--- src/rtl/apb_master_bridge_if.sv ---
// ----------------------------------------------------------------------------
// apb_master_bridge_if
// Groups the request/response channel and the APB bus of apb_master_bridge.
//   request  : req_valid, req_ready, req_write, req_addr, req_wdata, req_strb
//   response : rsp_valid, rsp_rdata, rsp_resp
//   APB      : PADDR, PSEL (one-hot), PENABLE, PWRITE, PWDATA, PSTRB,
//              PRDATA (flattened, slave i at [i*DATA_WIDTH +: DATA_WIDTH]),
//              PREADY, PSLVERR (per slave)
// modport master : the bridge side (drives APB and the response channel)
// modport slave  : the environment side (requester plus APB slaves)
// ----------------------------------------------------------------------------
interface apb_master_bridge_if #(
   parameter int DATA_WIDTH = 32,
   parameter int ADDR_WIDTH = 8,
   parameter int SLAVES_NUM = 4
);
   localparam int STRB_WIDTH = DATA_WIDTH / 8;

   logic                             req_valid;
   logic                             req_ready;
   logic                             req_write;
   logic [ADDR_WIDTH-1:0]            req_addr;
   logic [DATA_WIDTH-1:0]            req_wdata;
   logic [STRB_WIDTH-1:0]            req_strb;
   logic                             rsp_valid;
   logic [DATA_WIDTH-1:0]            rsp_rdata;
   logic [1:0]                       rsp_resp;
   logic [ADDR_WIDTH-1:0]            PADDR;
   logic [SLAVES_NUM-1:0]            PSEL;
   logic                             PENABLE;
   logic                             PWRITE;
   logic [DATA_WIDTH-1:0]            PWDATA;
   logic [STRB_WIDTH-1:0]            PSTRB;
   logic [SLAVES_NUM*DATA_WIDTH-1:0] PRDATA;
   logic [SLAVES_NUM-1:0]            PREADY;
   logic [SLAVES_NUM-1:0]            PSLVERR;

   modport master (
      input  req_valid, req_write, req_addr, req_wdata, req_strb,
      output req_ready, rsp_valid, rsp_rdata, rsp_resp,
      output PADDR, PSEL, PENABLE, PWRITE, PWDATA, PSTRB,
      input  PRDATA, PREADY, PSLVERR
   );

   modport slave (
      output req_valid, req_write, req_addr, req_wdata, req_strb,
      input  req_ready, rsp_valid, rsp_rdata, rsp_resp,
      input  PADDR, PSEL, PENABLE, PWRITE, PWDATA, PSTRB,
      output PRDATA, PREADY, PSLVERR
   );
endinterface

--- src/rtl/apb_master_bridge.sv ---
// ----------------------------------------------------------------------------
// apb_master_bridge
// Runs single requests from a valid/ready channel as APB SETUP/ACCESS
// transfers to one of SLAVES_NUM slaves (selected by the top address bits)
// and returns a one-cycle response with read data and a response code
// (00 OKAY, 01 SLVERR, 10 DECERR, 11 TIMEOUT).
// Ports:
//   PCLK    - clock
//   PRESET  - asynchronous active-high reset
//   bus     - apb_master_bridge_if.master (request, response and APB signals)
// ----------------------------------------------------------------------------
module apb_master_bridge #(
   parameter int DATA_WIDTH     = 32,
   parameter int ADDR_WIDTH     = 8,
   parameter int SLAVES_NUM     = 4,
   parameter int TIMEOUT_CYCLES = 16
) (
   input  logic                    PCLK,
   input  logic                    PRESET,
   apb_master_bridge_if.master     bus
);
   localparam int STRB_WIDTH = DATA_WIDTH / 8;
   localparam int SEL_BITS   = $clog2(SLAVES_NUM);
   localparam int CNT_W      = (TIMEOUT_CYCLES > 0) ? $clog2(TIMEOUT_CYCLES + 1) : 1;

   localparam logic [1:0] ST_IDLE   = 2'd0;
   localparam logic [1:0] ST_SETUP  = 2'd1;
   localparam logic [1:0] ST_ACCESS = 2'd2;
   localparam logic [1:0] ST_RESP   = 2'd3;

   localparam logic [1:0] RESP_OKAY    = 2'b00;
   localparam logic [1:0] RESP_SLVERR  = 2'b01;
   localparam logic [1:0] RESP_DECERR  = 2'b10;
   localparam logic [1:0] RESP_TIMEOUT = 2'b11;

   logic [1:0]            state_q,     state_d;
   logic [SEL_BITS-1:0]   idx_q,       idx_d;
   logic [CNT_W-1:0]      cnt_q,       cnt_d;
   logic [ADDR_WIDTH-1:0] paddr_q,     paddr_d;
   logic [SLAVES_NUM-1:0] psel_q,      psel_d;
   logic                  penable_q,   penable_d;
   logic                  pwrite_q,    pwrite_d;
   logic [DATA_WIDTH-1:0] pwdata_q,    pwdata_d;
   logic [STRB_WIDTH-1:0] pstrb_q,     pstrb_d;
   logic                  rsp_valid_q, rsp_valid_d;
   logic [DATA_WIDTH-1:0] rsp_rdata_q, rsp_rdata_d;
   logic [1:0]            rsp_resp_q,  rsp_resp_d;

   logic [SEL_BITS-1:0]   req_idx_s;
   logic                  idx_valid_s;
   logic                  pready_s;
   logic                  pslverr_s;
   logic [DATA_WIDTH-1:0] prdata_s;
   logic [CNT_W-1:0]      cnt_inc_s;
   logic                  timeout_hit_s;

   // Slave index comes from the top address bits; codes beyond the slave
   // count (possible when SLAVES_NUM is not a power of two) are decode errors.
   assign req_idx_s   = bus.req_addr[ADDR_WIDTH-1 -: SEL_BITS];
   assign idx_valid_s = ({1'b0, req_idx_s} < (SEL_BITS + 1)'(SLAVES_NUM));

   // Only the slave captured at acceptance is observed during ACCESS.
   assign pready_s  = bus.PREADY[idx_q];
   assign pslverr_s = bus.PSLVERR[idx_q];
   assign prdata_s  = bus.PRDATA[idx_q*DATA_WIDTH +: DATA_WIDTH];

   // The counter holds the number of completed wait cycles; a timeout fires
   // on the edge that would make it equal TIMEOUT_CYCLES, so PENABLE is high
   // for exactly TIMEOUT_CYCLES cycles.
   assign cnt_inc_s     = cnt_q + 1'b1;
   assign timeout_hit_s = (TIMEOUT_CYCLES != 0) && (cnt_inc_s == CNT_W'(TIMEOUT_CYCLES));

   // Next-state and next-output computation for the transfer FSM.
   always_comb begin
      state_d     = state_q;
      idx_d       = idx_q;
      cnt_d       = cnt_q;
      paddr_d     = paddr_q;
      psel_d      = psel_q;
      penable_d   = penable_q;
      pwrite_d    = pwrite_q;
      pwdata_d    = pwdata_q;
      pstrb_d     = pstrb_q;
      rsp_valid_d = 1'b0;
      rsp_rdata_d = rsp_rdata_q;
      rsp_resp_d  = rsp_resp_q;
      case (state_q)
         ST_IDLE: begin
            if (bus.req_valid) begin
               idx_d    = req_idx_s;
               paddr_d  = bus.req_addr;
               pwrite_d = bus.req_write;
               pwdata_d = bus.req_wdata;
               pstrb_d  = bus.req_write ? bus.req_strb : '0;
               if (idx_valid_s) begin
                  state_d = ST_SETUP;
                  psel_d  = {{(SLAVES_NUM-1){1'b0}}, 1'b1} << req_idx_s;
               end else begin
                  state_d     = ST_RESP;
                  rsp_valid_d = 1'b1;
                  rsp_resp_d  = RESP_DECERR;
                  rsp_rdata_d = '0;
               end
            end else begin
               state_d = ST_IDLE;
            end
         end
         ST_SETUP: begin
            state_d   = ST_ACCESS;
            penable_d = 1'b1;
         end
         ST_ACCESS: begin
            if (pready_s) begin
               state_d     = ST_RESP;
               psel_d      = '0;
               penable_d   = 1'b0;
               cnt_d       = '0;
               rsp_valid_d = 1'b1;
               rsp_resp_d  = pslverr_s ? RESP_SLVERR : RESP_OKAY;
               rsp_rdata_d = pwrite_q ? '0 : prdata_s;
            end else if (timeout_hit_s) begin
               state_d     = ST_RESP;
               psel_d      = '0;
               penable_d   = 1'b0;
               cnt_d       = '0;
               rsp_valid_d = 1'b1;
               rsp_resp_d  = RESP_TIMEOUT;
               rsp_rdata_d = '0;
            end else begin
               cnt_d = cnt_inc_s;
            end
         end
         ST_RESP: begin
            state_d = ST_IDLE;
         end
         default: begin
            state_d   = ST_IDLE;
            psel_d    = '0;
            penable_d = 1'b0;
            cnt_d     = '0;
         end
      endcase
   end

   // State and output registers; reset abandons any transfer in flight.
   always_ff @(posedge PCLK or posedge PRESET) begin
      if (PRESET) begin
         state_q     <= ST_IDLE;
         idx_q       <= '0;
         cnt_q       <= '0;
         paddr_q     <= '0;
         psel_q      <= '0;
         penable_q   <= 1'b0;
         pwrite_q    <= 1'b0;
         pwdata_q    <= '0;
         pstrb_q     <= '0;
         rsp_valid_q <= 1'b0;
         rsp_rdata_q <= '0;
         rsp_resp_q  <= 2'b00;
      end else begin
         state_q     <= state_d;
         idx_q       <= idx_d;
         cnt_q       <= cnt_d;
         paddr_q     <= paddr_d;
         psel_q      <= psel_d;
         penable_q   <= penable_d;
         pwrite_q    <= pwrite_d;
         pwdata_q    <= pwdata_d;
         pstrb_q     <= pstrb_d;
         rsp_valid_q <= rsp_valid_d;
         rsp_rdata_q <= rsp_rdata_d;
         rsp_resp_q  <= rsp_resp_d;
      end
   end

   assign bus.req_ready = (state_q == ST_IDLE);
   assign bus.rsp_valid = rsp_valid_q;
   assign bus.rsp_rdata = rsp_rdata_q;
   assign bus.rsp_resp  = rsp_resp_q;
   assign bus.PADDR     = paddr_q;
   assign bus.PSEL      = psel_q;
   assign bus.PENABLE   = penable_q;
   assign bus.PWRITE    = pwrite_q;
   assign bus.PWDATA    = pwdata_q;
   assign bus.PSTRB     = pstrb_q;
endmodule

--- src/flat_wrapper.sv ---
// flat-port wrapper written by rule: the top's interface ports become plain ports
module apb_master_bridge_flat 
#(
   parameter int DATA_WIDTH     = 32,
   parameter int ADDR_WIDTH     = 8,
   parameter int SLAVES_NUM     = 4,
   parameter int TIMEOUT_CYCLES = 16
)
  (PCLK, PRESET, bus_req_valid, bus_req_write, bus_req_addr, bus_req_wdata, bus_req_strb, bus_req_ready, bus_rsp_valid, bus_rsp_rdata, bus_rsp_resp, bus_PADDR, bus_PSEL, bus_PENABLE, bus_PWRITE, bus_PWDATA, bus_PSTRB, bus_PRDATA, bus_PREADY, bus_PSLVERR);
  apb_master_bridge_if #(.DATA_WIDTH(DATA_WIDTH), .ADDR_WIDTH(ADDR_WIDTH), .SLAVES_NUM(SLAVES_NUM)) bus_i ();
  input  logic PCLK;
  input  logic PRESET;
  input wire logic [$bits(bus_i.req_valid)-1:0] bus_req_valid;
  input wire logic [$bits(bus_i.req_write)-1:0] bus_req_write;
  input wire logic [$bits(bus_i.req_addr)-1:0] bus_req_addr;
  input wire logic [$bits(bus_i.req_wdata)-1:0] bus_req_wdata;
  input wire logic [$bits(bus_i.req_strb)-1:0] bus_req_strb;
  output wire logic [$bits(bus_i.req_ready)-1:0] bus_req_ready;
  output wire logic [$bits(bus_i.rsp_valid)-1:0] bus_rsp_valid;
  output wire logic [$bits(bus_i.rsp_rdata)-1:0] bus_rsp_rdata;
  output wire logic [$bits(bus_i.rsp_resp)-1:0] bus_rsp_resp;
  output wire logic [$bits(bus_i.PADDR)-1:0] bus_PADDR;
  output wire logic [$bits(bus_i.PSEL)-1:0] bus_PSEL;
  output wire logic [$bits(bus_i.PENABLE)-1:0] bus_PENABLE;
  output wire logic [$bits(bus_i.PWRITE)-1:0] bus_PWRITE;
  output wire logic [$bits(bus_i.PWDATA)-1:0] bus_PWDATA;
  output wire logic [$bits(bus_i.PSTRB)-1:0] bus_PSTRB;
  input wire logic [$bits(bus_i.PRDATA)-1:0] bus_PRDATA;
  input wire logic [$bits(bus_i.PREADY)-1:0] bus_PREADY;
  input wire logic [$bits(bus_i.PSLVERR)-1:0] bus_PSLVERR;
  assign bus_i.req_valid = bus_req_valid;
  assign bus_i.req_write = bus_req_write;
  assign bus_i.req_addr = bus_req_addr;
  assign bus_i.req_wdata = bus_req_wdata;
  assign bus_i.req_strb = bus_req_strb;
  assign bus_req_ready = bus_i.req_ready;
  assign bus_rsp_valid = bus_i.rsp_valid;
  assign bus_rsp_rdata = bus_i.rsp_rdata;
  assign bus_rsp_resp = bus_i.rsp_resp;
  assign bus_PADDR = bus_i.PADDR;
  assign bus_PSEL = bus_i.PSEL;
  assign bus_PENABLE = bus_i.PENABLE;
  assign bus_PWRITE = bus_i.PWRITE;
  assign bus_PWDATA = bus_i.PWDATA;
  assign bus_PSTRB = bus_i.PSTRB;
  assign bus_i.PRDATA = bus_PRDATA;
  assign bus_i.PREADY = bus_PREADY;
  assign bus_i.PSLVERR = bus_PSLVERR;
  apb_master_bridge #(.DATA_WIDTH(DATA_WIDTH), .ADDR_WIDTH(ADDR_WIDTH), .SLAVES_NUM(SLAVES_NUM), .TIMEOUT_CYCLES(TIMEOUT_CYCLES)) u_core (.PCLK(PCLK), .PRESET(PRESET), .bus(bus_i));
endmodule
--- config.mk ---
export PLATFORM = sky130hd
export DESIGN_NAME = apb_master_bridge_flat
export DESIGN_NICKNAME = d
export VERILOG_FILES = /design/src/rtl/apb_master_bridge_if.sv /design/src/rtl/apb_master_bridge.sv /design/src/flat_wrapper.sv
export SDC_FILE = /design/constraint.sdc
export NUM_CORES = 1
export LEC_CHECK = 0
export BUFFER_PORTS_ARGS = -buffer_cell sky130_fd_sc_hd__buf_2
export CAP_MARGIN = 20
export CORE_MARGIN = 10
export CORE_UTILIZATION = 40
export DETAILED_ROUTE_END_ITERATION = 16
export GPL_TIMING_DRIVEN = 1
export PLACE_DENSITY_LB_ADDON = 0.3
export SLEW_MARGIN = 20
export SYNTH_ARGS = -nofsm -noshare
export SYNTH_HDL_FRONTEND = slang
export SYNTH_SLANG_ARGS = --single-unit
--- constraint.sdc ---
create_clock -name PCLK -period 2.9 [get_ports PCLK]
set_clock_uncertainty 0.2 [all_clocks]
set_input_delay 0.29 -clock PCLK [delete_from_list [all_inputs] [get_ports PCLK]]
set_output_delay 0.29 -clock PCLK [all_outputs]
set_load 0.05 [all_outputs]
==> impl_metrics.env, run 1 <==
export IMPL_p_per_area_nw_per_um2=1253
export IMPL_drv_slew=0
export IMPL_dp_cells=762
export IMPL_fin_crit_sh_pct=79.41
export IMPL_core_area_um2=11370
export IMPL_clk_pin_slew_ns=0.07
export IMPL_cp_end_kind="flip-flop"
export IMPL_clk_latency_ns=0.33
export IMPL_dp_hpwl_mm=11.46
export IMPL_synthesis_area_um2=4612
export IMPL_place_ws_ns=0.5792
export IMPL_clock_sinks=92
export IMPL_synthToLayoutAreaGrowth_pct=47.50
export IMPL_drtAntennaViolNets=0
export IMPL_r2r_end="u_core.bus.rsp_rdata[14]"
export IMPL_wl_per_cell_um=18.39
export IMPL_worstSetupPathType="reg -> reg"
export IMPL_final_cell_mix="269 x buf_2, 91 x dfrtp_1, 44 x o21ai_0"
export IMPL_grt_pass1_vias=4594
export IMPL_ys_seq_elements=92
export IMPL_die_w_um=127.4
export IMPL_finalSetupViolations=0
export IMPL_r2r_slack_ns=0.60
export IMPL_fmax_mhz=434.2
export IMPL_first_pass_iters=6
export IMPL_routabilityCongestion=0.8090
export IMPL_rr_worst_depth=4
export IMPL_drv_cap=0
export IMPL_p_leak_nw=3.386
export IMPL_layout_cells_non_filler=818
export IMPL_reg2reg_from="u_core.cnt_q[0]"
export IMPL_ys_types=34
export IMPL_numCtsBuffers=9
export IMPL_crit_end="u_core.bus.rsp_rdata[14]"
export IMPL_fin_area_um2=6803
export IMPL_synthCells=366
export IMPL_worst_ep_arrival_time_ns=2.26
export IMPL_relSlewSlack_pct=31.40
export IMPL_final_common_cell="buf_2"
export IMPL_first_iter_violations=259
export IMPL_vdd_ir_drop_worst_mv=0.9375
export IMPL_drc_errors=0
export IMPL_die_h_um=127.4
export IMPL_required_ns=2.86
export IMPL_yosysTopAreaCell="dfrtp_1"
export IMPL_outcome="finished clean"
export IMPL_synth_top_area_share_pct=49.92
export IMPL_drive_gt1_share_pct=55.04
export IMPL_via_per_inst=5.079
export IMPL_cp_max_fo=36
export IMPL_startpoint_type="flip-flop"
export IMPL_start_util_pct=40.56
export IMPL_hold_path_class="in -> reg"
export IMPL_yosys_warnings=0
export IMPL_period_needed_ns=2.303
export IMPL_setup_ws_ns=0.5972
export IMPL_ios=270
export IMPL_grt_ovfl_total=0
export IMPL_wirelength_mm=15.04
export IMPL_cts_max_level=3
export IMPL_portBuffers=269
export IMPL_cts_tree="yes"
export IMPL_ys_seq_area_share_pct=49.92
export IMPL_track_usage_pct=17.91
export IMPL_dieArea_um2=16220
export IMPL_setup_worst_path_start="u_core.cnt_q[0]"
export IMPL_hold_viol=0
export IMPL_via_count=4155
export IMPL_syn_nets=553
export IMPL_nNetsFinal=856
export IMPL_hold_ws_ns=0.02032
export IMPL_antenna_found_initial=1
export IMPL_setup_tns_ns=0
export IMPL_row_count=39
export IMPL_rsz0062_at_grt="false"
export IMPL_placed_cell_area_um2=6131
export IMPL_tightest_slew_ns=1.029
export IMPL_root_buffer="clkbuf_16"
export IMPL_synth_area_leaders="dfrtp_1 50%, mux4_2 17%, mux2_2 9.8%"
export IMPL_cts_buffer_depth=2
export IMPL_avgSynthCellArea_um2=12.60
export IMPL_grt_max_degree=44
export IMPL_grt_pass1_wl_mm=23.62
export IMPL_cts_setup_buffers=0
-- stage by stage --
step                power [mW]  utilization (%)
floorplan                6.186                -
global placement         7.331            53.92
detailed placement       7.448            53.92
CTS                      8.606            59.81
global route             9.069            59.83
finish                   8.524            59.83
-- area by class of cell --
type                            count  area, um2
Clock inverter                      4      32.53
Multi-Input combinational cell    206       2046
Inverter                           43      163.9
Sequential cell                    92       2303
Antenna cell                        1      2.502
Timing Repair Buffer              317       1829
Fill cell                         918       4567
Clock buffer                       12      246.5
Tap cell                          143      178.9
-- worst min-delay path by stage --
stage               slack (ns)         startpoint  cells after the start                        to
floorplan                 0.23      bus_req_write                      2       u_core.bus.PSTRB[0]
global placement          0.15             PRESET                      2  u_core.bus.rsp_rdata[28]
detailed placement        0.16             PRESET                      2  u_core.bus.rsp_rdata[28]
CTS                      0.008    bus_req_strb[2]                      3       u_core.bus.PSTRB[2]
global route              0.03  bus_req_wdata[21]                      2     u_core.bus.PWDATA[21]
finish                    0.02    bus_req_strb[2]                      3       u_core.bus.PSTRB[2]
-- logic make-up after synthesis --
group / count (synthesis) / share of synthesized area, %
DFF: 92 / 49.92
adders and majority gates: 3 / 0.8140
buffers and inverters: 68 / 5.914
and+or+nand+nor: 30 / 3.065
muxes: 78 / 27.35
AOI/OAI and AO/OA: 95 / 12.94
-- flip-flops by register name, summed over array words and instances, names as in the netlist --
register              count
u_core.bus.PADDR          8
u_core.bus.PENABLE        1
u_core.bus.PSEL           4
u_core.bus.PSTRB          4
u_core.bus.PWDATA        32
u_core.bus.PWRITE         1
u_core.bus.rsp_rdata     32
u_core.bus.rsp_resp       2
u_core.bus.rsp_valid      1
u_core.cnt_q              5
u_core.state_q            2
-- layer usage --
metal,vias up,wire length [um],GRT usage [%],share of wire (%)
li1,1950,-,-,-
met1,1990,5814,20.44,39
met5,-,0,0,0
met2,199,7464,30.40,50
met4,0,271,5.961,1.8
met3,16,1495,6.534,9.9
-- Yosys cell counts --
master	number
dfrtp_1	92
o21ai_0	44
inv_1	43
mux2_2	40
mux4_2	34
a22oi_1	32
clkbuf_1	21
nand2_1	17
a21oi_1	4
ha_1	3
mux2i_1	3
nor2_1	3
a31oi_1	2
a32oi_1	2
and2_1	2
buf_2	2
buf_6	2
nand2b_1	2
nor4_1	2
o21a_1	2
a2111oi_0	1
a211o_1	1
a21o_1	1
a221oi_1	1
a22o_1	1
mux2_4	1
nand3_1	1
nor2b_1	1
nor3_1	1
nor3b_2	1
o21ai_1	1
o22a_1	1
o22ai_1	1
o2bb2ai_1	1
-- worst max-delay path, stage by stage (launching register included) --
cell and delay [ns]:
dfrtp_1 0.43, nand2_1 0.12, mux2i_1 0.32, a21o_1 0.85
o21ai_0 0.20
-- repair_timing --
action                     in CTS  in global routing
setup endpoints to repair       0                  0
hold buffers                   39                  0
gates resized for setup         0                  0
hold endpoints to repair       74                  0
-- report_power, final --
group          switching, mW  internal [mW]
logic                   3.45           1.68
clock network          0.484          0.610
registers              0.397           1.90
total                   4.33           4.19
No activity file was read; power rests on OpenSTA's default activity.
==> run 2, diff against run 1 <==
--- a/config.mk
+++ b/config.mk
@@ -8,7 +8,7 @@
 export BUFFER_PORTS_ARGS = -buffer_cell sky130_fd_sc_hd__buf_2
 export CAP_MARGIN = 20
 export CORE_MARGIN = 10
-export CORE_UTILIZATION = 40
+export CORE_UTILIZATION = 44
 export DETAILED_ROUTE_END_ITERATION = 16
 export GPL_TIMING_DRIVEN = 1
 export PLACE_DENSITY_LB_ADDON = 0.3
==> constraint.sdc (replaced) <==
create_clock -name PCLK -period 2.32 [get_ports PCLK]
set_clock_uncertainty 0.2 [all_clocks]
set_input_delay 0.232 -clock PCLK [delete_from_list [all_inputs] [get_ports PCLK]]
set_output_delay 0.232 -clock PCLK [all_outputs]
set_load 0.05 [all_outputs]
==> impl_metrics.env, run 2 (synthesized netlist as in run 1, its figures left out) <==
export IMPL_numCtsBuffers=9
export IMPL_clk_latency_ns=0.36
export IMPL_switchingPower_mw=5.342
export IMPL_fin_crit_sh_pct=89.68
export IMPL_drc_errors=0
export IMPL_final_cell_mix="269 x buf_2, 90 x dfrtp_1, 50 x dlygate4sd3_1"
export IMPL_row_count=37
export IMPL_worstSetupPathType="reg -> reg"
export IMPL_dieArea_um2=14980
export IMPL_p_leak_nw=3.416
export IMPL_fmax_mhz=480.6
export IMPL_place_ws_ns=0.2245
export IMPL_power_mw=10.42
export IMPL_die_h_um=122.4
export IMPL_final_common_cell="buf_2"
export IMPL_cts_max_level=3
export IMPL_setup_tns_ns=0
export IMPL_drv_cap=0
export IMPL_cp_end_kind="flip-flop"
export IMPL_p_comb_share_pct=61.8
export IMPL_cp_max_fo=32
export IMPL_routabilityCongestion=0.8098
export IMPL_root_buffer="clkbuf_8"
export IMPL_wl_per_cell_um=18.43
export IMPL_cts_tree="yes"
export IMPL_power_switching_share_pct=51.28
export IMPL_tightest_slew_ns=0.6543
export IMPL_drv_slew=0
export IMPL_startpoint_type="flip-flop"
export IMPL_rsz0062_at_grt="false"
export IMPL_hold_viol=0
export IMPL_finalSetupViolations=0
export IMPL_multiInputGateArea_um2=2046
export IMPL_wirelength_mm=15.19
export IMPL_hold_path_class="in -> reg"
export IMPL_fillCellCount=799
export IMPL_via_count=4164
export IMPL_nNetsFinal=869
export IMPL_drive_gt1_share_pct=54.73
export IMPL_grt_pass1_vias=4585
export IMPL_period_needed_ns=2.081
export IMPL_first_pass_iters=4
export IMPL_layout_cells_non_filler=824
export IMPL_synthToLayoutAreaGrowth_pct=48.83
export IMPL_antenna_found_initial=0
export IMPL_drtAntennaViolNets=0
export IMPL_clk_pin_slew_ns=0.09
export IMPL_p_int_mw=5.075
export IMPL_first_iter_violations=284
export IMPL_register_area_um2=2305
export IMPL_power_frac_clock_pct=10.8
export IMPL_start_util_pct=44.87
export IMPL_die_w_um=122.4
export IMPL_required_ns=2.34
export IMPL_ios=270
export IMPL_via_per_inst=5.053
export IMPL_dp_cells=757
export IMPL_cts_buffer_depth=2
export IMPL_setup_ws_ns=0.2393
export IMPL_portBuffers=269
export IMPL_cts_setup_buffers=0
export IMPL_worst_ep_arrival_time_ns=2.10
export IMPL_p_per_area_nw_per_um2=1518
export IMPL_core_area_um2=10280
export IMPL_p_seq_share_pct=27.4
export IMPL_track_usage_pct=19.41
export IMPL_vdd_ir_drop_worst_mv=0.8571
export IMPL_grt_max_degree=46
export IMPL_grt_pass1_wl_mm=23.07
export IMPL_grt_ovfl_total=0
export IMPL_outcome="finished clean"
export IMPL_relSlewSlack_pct=56.29
export IMPL_clock_sinks=92
export IMPL_dp_hpwl_mm=11.52
-- run 2: what timing repair did --
item	CTS	global route
endpoints found under the hold margin	73	0
hold buffers	50	0
gates resized for setup	0	0
-- run 2: final timing paths --
kind                                      from                       end  slack, ns  cells past startpoint
min in group asynchronous               PRESET  u_core.bus.rsp_rdata[22]       0.31                      3
min reg2reg                u_core.bus.PSTRB[2]       u_core.bus.PSTRB[2]       0.29                      2
max in group asynchronous               PRESET       u_core.bus.PADDR[6]       1.00                      4
max reg2reg                u_core.bus.PADDR[6]   u_core.bus.rsp_rdata[7]       0.24                      5
max                        u_core.bus.PADDR[6]   u_core.bus.rsp_rdata[7]       0.24                      5
min                              bus_req_valid         u_core.state_q[0]       0.03                      3
-- run 2: power groups by stage --
stage | Clock, mW | Combinational, mW | Sequential, mW
after floorplan | 0 | 2.47 | 5.27
after global placement | 0 | 6.32 | 2.82
after detailed placement | 0 | 6.44 | 2.86
after CTS | 1.16 | 6.50 | 2.84
after global routing | 1.22 | 6.87 | 2.97
final | 1.12 | 6.44 | 2.85
-- run 2: through the flow --
stage          hold slack [ns]  area, um2  utilization (%)
6_report               0.03169       6864            66.79
5_1_grt                0.07870       6862            66.76
4_1_cts                0.02470       6862            66.76
3_5_place_dp            0.1592       6152            59.86
3_3_place_gp            0.1517       6152            59.86
2_1_floorplan           0.1680       4619                -
-- run 2: metal layers --
layer  global-route usage [%]  wire, um  vias up
met2                    34.66      7977      186
met5                        0         0        -
met1                    20.32      5396     1974
met3                    7.163      1517       20
met4                    7.732       295        0
li1                         -         -     1984
-- run 2: critical path, cell delays in order, from the launching register on --
cell and delay [ns]:
dfrtp_2 0.39, mux4_2 0.63, nor3b_4 0.20, buf_4 0.24
a22oi_1 0.18, o21ai_0 0.10
-- run 2: layout make-up --
type | count | area share, %
multi-input combinational | 206 | 29.80
inverter | 43 | 2.406
clock buffer | 11 | 2.206
timing repair buffer | 330 | 28.65
sequential | 92 | 33.58
tap | 136 | 2.479
antenna | 1 | 0.03646
clock inverter | 5 | 0.8385
